### config.mk
export PLATFORM = sky130hd
export DESIGN_NAME = mips_test_sequencer
export DESIGN_NICKNAME = d
export VERILOG_FILES = /design/src/rtl/mips_test_sequencer.sv
export SDC_FILE = /design/constraint.sdc
export NUM_CORES = 1
export LEC_CHECK = 0
export ABC_AREA = 1
export CORE_MARGIN = 2
export CORE_UTILIZATION = 35
export DETAILED_ROUTE_END_ITERATION = 10
export HOLD_SLACK_MARGIN = 0.03
export REMOVE_ABC_BUFFERS = 1
export SLEW_MARGIN = 0
export SYNTH_ARGS = -nofsm -noshare
export SYNTH_HDL_FRONTEND = slang
export SYNTH_SLANG_ARGS = --single-unit
### constraint.sdc
create_clock -name clk1 -period 8.4 [get_ports clk1]
set_input_delay 2.52 -clock clk1 [delete_from_list [all_inputs] [get_ports clk1]]
set_output_delay 2.52 -clock clk1 [all_outputs]
set_load 0.02 [all_outputs]
### src/rtl/mips_test_sequencer.sv
`default_nettype none
// ============================================================================
//  Module   : mips_test_sequencer
//  Purpose  : Drives one self-test of a small MIPS core.
//             1. Streams a program image into the core's memory.
//             2. Releases the core from reset.
//             3. Waits for HALTED, or aborts once the cycle budget expires.
//             4. Reads back a table of (address, expected word) pairs and
//                reports pass/fail.
//  Revision : 1.0  initial release
// ----------------------------------------------------------------------------
//  Ports
//    clk1, reset            clock; synchronous active-high reset
//    start                  launch a sequence (honoured in IDLE/DONE only)
//    ld_valid/ld_ready      program-load handshake
//    ld_addr/ld_data/ld_last  program word, its address, final-word flag
//    chk_we/chk_idx/chk_en  check-table write port (enable bit per entry)
//    chk_addr/chk_exp       check address and expected word
//    mem_we/mem_re          memory write/read strobes
//    mem_addr/mem_wdata     memory address and write data
//    mem_rdata              read data, valid one cycle after mem_re
//    core_rst               holds the core in reset (low only in RUN)
//    core_halted            HALTED flag from the core
//    busy/done/pass/timeout status flags
//    fail_idx/cycles        first failing entry; RUN cycle count
// ============================================================================
module mips_test_sequencer #(
    parameter  int AW      = 10,
    parameter  int DW      = 32,
    parameter  int N_CHK   = 4,
    parameter  int TIMEOUT = 1000,
    localparam int CW      = (N_CHK > 1) ? $clog2(N_CHK) : 1,
    localparam int TW      = $clog2(TIMEOUT + 1)
) (
    input  logic          clk1,
    input  logic          reset,
    input  logic          start,
    input  logic          ld_valid,
    output logic          ld_ready,
    input  logic [AW-1:0] ld_addr,
    input  logic [DW-1:0] ld_data,
    input  logic          ld_last,
    input  logic          chk_we,
    input  logic [CW-1:0] chk_idx,
    input  logic          chk_en,
    input  logic [AW-1:0] chk_addr,
    input  logic [DW-1:0] chk_exp,
    output logic          mem_we,
    output logic          mem_re,
    output logic [AW-1:0] mem_addr,
    output logic [DW-1:0] mem_wdata,
    input  logic [DW-1:0] mem_rdata,
    output logic          core_rst,
    input  logic          core_halted,
    output logic          busy,
    output logic          done,
    output logic          pass,
    output logic          timeout,
    output logic [CW-1:0] fail_idx,
    output logic [TW-1:0] cycles
);

    localparam logic [2:0] S_IDLE    = 3'd0;
    localparam logic [2:0] S_LOAD    = 3'd1;
    localparam logic [2:0] S_RUN     = 3'd2;
    localparam logic [2:0] S_CHK_RD  = 3'd3;
    localparam logic [2:0] S_CHK_CMP = 3'd4;
    localparam logic [2:0] S_DONE    = 3'd5;

    localparam logic [TW-1:0] c_timeout  = TW'(TIMEOUT);
    localparam logic [CW-1:0] c_last_idx = CW'(N_CHK - 1);

    logic [2:0]    r_state;
    logic [2:0]    w_state_nxt;

    // Check table
    logic [AW-1:0] r_chk_addr [N_CHK];
    logic [DW-1:0] r_chk_exp  [N_CHK];
    logic [N_CHK-1:0] r_chk_en;

    // Load write pipeline: one registered write per accepted beat
    logic          r_mem_we;
    logic [AW-1:0] r_wr_addr;
    logic [DW-1:0] r_wr_data;
    logic          r_last_pend;

    logic [CW-1:0] r_idx;
    logic          r_pass;
    logic          r_timeout;
    logic [CW-1:0] r_fail_idx;
    logic [TW-1:0] r_cycles;

    logic          w_start_ok;
    logic          w_ld_acc;
    logic          w_idx_last;
    logic          w_mismatch;
    logic          w_cfg_ok;
    logic [TW-1:0] w_cycles_nxt;

    always_comb begin
        w_cfg_ok     = (r_state == S_IDLE) || (r_state == S_DONE);
        w_start_ok   = w_cfg_ok && start;
        w_idx_last   = (r_idx == c_last_idx);
        w_mismatch   = (mem_rdata != r_chk_exp[r_idx]);
        w_cycles_nxt = (r_cycles == c_timeout) ? r_cycles : r_cycles + TW'(1);
    end

    // ------------------------------------------------------------------
    // State register
    // ------------------------------------------------------------------
    always_ff @(posedge clk1) begin
        if (reset) begin
            r_state <= S_IDLE;
        end else begin
            r_state <= w_state_nxt;
        end
    end

    // ------------------------------------------------------------------
    // Next state and state-decoded outputs
    // ------------------------------------------------------------------
    always_comb begin
        w_state_nxt = r_state;
        ld_ready    = 1'b0;
        w_ld_acc    = 1'b0;
        mem_re      = 1'b0;
        busy        = 1'b0;
        done        = 1'b0;
        core_rst    = 1'b1;
        mem_addr    = r_wr_addr;
        case (r_state)
            S_IDLE: begin
                if (start) w_state_nxt = S_LOAD;
            end
            S_LOAD: begin
                busy = 1'b1;
                // Once the final beat is taken, stop accepting and spend
                // this cycle on its write before releasing the core.
                ld_ready = !r_last_pend;
                w_ld_acc = ld_valid && !r_last_pend;
                if (r_last_pend) w_state_nxt = S_RUN;
            end
            S_RUN: begin
                busy     = 1'b1;
                core_rst = 1'b0;
                // Halt takes priority over a coincident timeout.
                if (core_halted) begin
                    w_state_nxt = S_CHK_RD;
                end else if (w_cycles_nxt == c_timeout) begin
                    w_state_nxt = S_DONE;
                end
            end
            S_CHK_RD: begin
                busy     = 1'b1;
                mem_addr = r_chk_addr[r_idx];
                if (r_chk_en[r_idx]) begin
                    mem_re      = 1'b1;
                    w_state_nxt = S_CHK_CMP;
                end else if (w_idx_last) begin
                    w_state_nxt = S_DONE;
                end
            end
            S_CHK_CMP: begin
                busy = 1'b1;
                if (w_mismatch || w_idx_last) begin
                    w_state_nxt = S_DONE;
                end else begin
                    w_state_nxt = S_CHK_RD;
                end
            end
            S_DONE: begin
                done = 1'b1;
                if (start) w_state_nxt = S_LOAD;
            end
            default: begin
                w_state_nxt = S_IDLE;
            end
        endcase
    end

    // ------------------------------------------------------------------
    // Datapath / status registers
    // ------------------------------------------------------------------
    always_ff @(posedge clk1) begin
        if (reset) begin
            r_mem_we    <= 1'b0;
            r_wr_addr   <= '0;
            r_wr_data   <= '0;
            r_last_pend <= 1'b0;
            r_idx       <= '0;
            r_pass      <= 1'b0;
            r_timeout   <= 1'b0;
            r_fail_idx  <= '0;
            r_cycles    <= '0;
            r_chk_en    <= '0;
        end else begin
            r_mem_we <= w_ld_acc;
            if (w_ld_acc) begin
                r_wr_addr <= ld_addr;
                r_wr_data <= ld_data;
            end

            if (w_state_nxt != S_LOAD) begin
                r_last_pend <= 1'b0;
            end else if (w_ld_acc && ld_last) begin
                r_last_pend <= 1'b1;
            end

            if (w_cfg_ok && chk_we) begin
                r_chk_en[chk_idx] <= chk_en;
            end

            if (w_start_ok) begin
                r_pass     <= 1'b0;
                r_timeout  <= 1'b0;
                r_fail_idx <= '0;
                r_cycles   <= '0;
            end

            case (r_state)
                S_RUN: begin
                    r_cycles <= w_cycles_nxt;
                    if (core_halted) begin
                        r_idx <= '0;
                    end else if (w_cycles_nxt == c_timeout) begin
                        r_timeout <= 1'b1;
                        r_pass    <= 1'b0;
                    end
                end
                S_CHK_RD: begin
                    if (!r_chk_en[r_idx]) begin
                        if (w_idx_last) r_pass <= 1'b1;
                        else            r_idx  <= r_idx + CW'(1);
                    end
                end
                S_CHK_CMP: begin
                    if (w_mismatch) begin
                        r_fail_idx <= r_idx;
                        r_pass     <= 1'b0;
                    end else if (w_idx_last) begin
                        r_pass <= 1'b1;
                    end else begin
                        r_idx <= r_idx + CW'(1);
                    end
                end
                default: begin
                end
            endcase
        end
    end

    // Table payload needs no reset: entries are qualified by r_chk_en.
    always_ff @(posedge clk1) begin
        if (w_cfg_ok && chk_we) begin
            r_chk_addr[chk_idx] <= chk_addr;
            r_chk_exp[chk_idx]  <= chk_exp;
        end
    end

    always_comb begin
        mem_we    = r_mem_we;
        mem_wdata = r_wr_data;
        pass      = r_pass;
        timeout   = r_timeout;
        fail_idx  = r_fail_idx;
        cycles    = r_cycles;
    end

endmodule
`default_nettype wire

==> impl_metrics.toml <==
[detailed_routing]
drtAntennaViolNets = 0
drc_errors = 0
drt_iter0_drc = 447
dr.pass1.iters = 5
wl_per_cell_um = 15.2
vias = 7806
routed_wl_um = 25300
viasPerCell = 4.69

[clocking]
root_buffer = "clkbuf_16"
cts_hold_buf = 0
cts_buffers = 25
cts.sinks = 237
cts.htree.levels = 1
cts_tree = "done"
clkSlewWorstSetupHoldPaths_ns = 0.06
cts_setup_buffers = 0
max-clock-path-buffers = 3
ctsResizeCount = 0
clkLatencyLatePin_ns = 0.52

[cells_and_area]
finalNetCount = 1390
utilization_pct = 45.9
final_cells = 1666
drive_gt1_share_pct = 4.61
area_growth_pct = 30.0

[logic_synthesis]
synth-async-reset-ratio_pct = 0
seq_area_frac_synth_pct = 63.9
post-synth-top-count-cell = "nand2_1"
avgSynthCellArea_um2 = 9.28
synth_ff_type = "edfxtp_1"
synthTopCellsByArea = "edfxtp_1 50%, dfxtp_1 14%, nand2_1 12%"
synth_common_cells = "312 x nand2_1, 175 x nor2_1, 168 x edfxtp_1"
yosysTopAreaCell = "edfxtp_1"
netlist_area_um2 = 10100
synth_cell_type_count = 31
synth-edff-count = 168
ys_seq_elements = 237
synth_top_area_share_pct = 50.2
synthCells = 1084
yosysWarnings = 0

[critical_path]
cp-start-kind = "flop"
endpoint_kind = "output pin"
slowest_delay_ns = 1.06
crit_arrival_ns = 3.66
worstPathCellList = "inv_2, nor2_1, o21ai_0, a31oi_1, clkdlybuf4s50_1"
cp_slowest_cell = "dfxtp_2"
critPathKind = "reg -> out"
crit_path_max_fanout = 43
worst_ep_required_time_ns = 5.88

[timing]
fin_crit_sh_pct = 73.6
holdWs_ns = 0.470
max_freq_ghz = 0.162
maxSlewViolCount = 0
setup-tns-final_ns = 0
period_needed_ns = 6.18
rsz0062_at_grt = "false"
relSlewSlack_pct = 26.3
clock_skew_ns = 0.0122
hold_viol_final = 0
setup_violations = 0
worstMarginPinSlew_ns = 1.11

[run_status]
status = "complete, no violations"

[global_routing]
grt.total_usage_pct = 16.4
gr-total-overflow = 0
grt_pass1_wl_um = 39400
grt_start_max_net_pins = 86
grt_pass1_vias = 7355
antenna_found_initial = 1

[place]
gp_congestion = 0.785
portBuffers = 187
detailed_place_hpwl_um = 15700
dp.cells = 1619

[hold_path]
min_path_type = "reg -> reg"

[floorplanning]
die_x_um = 174
ios = 188
start_util_pct = 35.3
core_area_um2 = 28500
rows = 62
die-height_um = 174
dieArea_um2 = 30100

[power]
cellPowerDensity_nw_per_um2 = 204
leakagePower_nw = 4.96
ir_drop_v = 0.000144
finalPower_w = 0.00267

[run]
drv_cap = 0
where the power goes:
part / switching (W) / internal (W)
combinational: 0.000146 / 0.000126
clock: 0.000446 / 0.000626
sequential: 0.0000199 / 0.00130
total: 0.000612 / 0.00205
through the flow:
stage / worst slack [ns] / instance area [µm²]
2_1_floorplan: 2.32 / 9840
3_3_place_gp: 2.74 / 12300
3_5_place_dp: 2.74 / 12300
4_1_cts: 2.18 / 13100
5_1_grt: 2.04 / 13100
6_report: 2.22 / 13100
cells by family after synthesis:
| logic type | count (synthesis) | share of synthesized area (%) |
|---|---|---|
| adder cells (fa/ha/maj) | 2 | 0.249 |
| flip-flops | 237 | 63.9 |
| AO/OA/AOI/OAI | 111 | 5.81 |
| AND/OR/NAND/NOR | 621 | 25.3 |
| buffers and inverters | 112 | 4.70 |
| XOR/XNOR | 1 | 0.0871 |
cell usage in the layout, fill, tap and decap left out, types with 2 or more instances in the layout:
cell type / count
nor2_1: 175
nand3b_1: 11
nand2_1: 312
ha_1: 2
inv_2: 2
edfxtp_1: 168
bufinv_16: 2
clkinvlp_4: 2
buf_4: 8
nor3_1: 4
o21ai_0: 68
a31oi_1: 10
clkinv_1: 4
nand3_1: 104
nor2_2: 2
clkbuf_8: 2
clkbuf_16: 25
nand4_1: 7
o21ai_1: 2
a21oi_1: 25
clkbuf_1: 4
clkdlybuf4s50_1: 187
clkinv_2: 7
dfxtp_1: 67
inv_1: 65
nor3_2: 4
worst max-delay path, delay by kind of cell, from the launching register on:
family / cells / cell delay, ns
simple gates: 1 / 0.23
compound gates: 2 / 0.45
flops: 1 / 1.06
buf+inv: 2 / 1.38
area by class of cell:
| cell class | count | area (µm²) |
|---|---|---|
| well taps | 384 | 480 |
| clock buffers | 31 | 668 |
| multi-input cells | 735 | 3180 |
| flip-flops and latches | 237 | 6430 |
| inverters | 68 | 255 |
| fillers | 2728 | 15400 |
| clock inverters | 15 | 130 |
| repair buffers | 195 | 1930 |
| diodes | 1 | 2.50 |
routing by layer:
layer | up-vias | part of all wire [%] | global-route usage (%) | routed length (µm)
met3 | 40 | 4.5 | 2.54 | 1140
met2 | 165 | 49 | 28.7 | 12500
met5 | - | 0 | 0 | 0
li1 | 3979 | - | - | -
met4 | 0 | 2.5 | 5.05 | 639
met1 | 3622 | 44 | 20.9 | 11000
worst paths after layout:
check,start,end,slack (ns),depth (start not counted)
hold / removal,fail_idx[0],fail_idx[0],0.47,2
setup reg to reg,flop,flop,5.05,14
hold reg to reg,fail_idx[0],fail_idx[0],0.47,2
setup / recovery,flop,mem_addr[9],2.22,5
registers in the layout, summed over array words and instances (netlist names), named ones only:
| signal | count |
|---|---|
| cycles | 10 |
| fail_idx | 2 |
| mem_wdata | 32 |
| mem_we | 1 |
| pass | 1 |
| r_chk_addr | 40 |
| r_chk_en | 4 |
| r_chk_exp | 128 |
| r_idx | 2 |
| r_last_pend | 1 |
| r_state | 3 |
| r_wr_addr | 10 |
| timeout | 1 |
(Power assumes the default switching activity.)
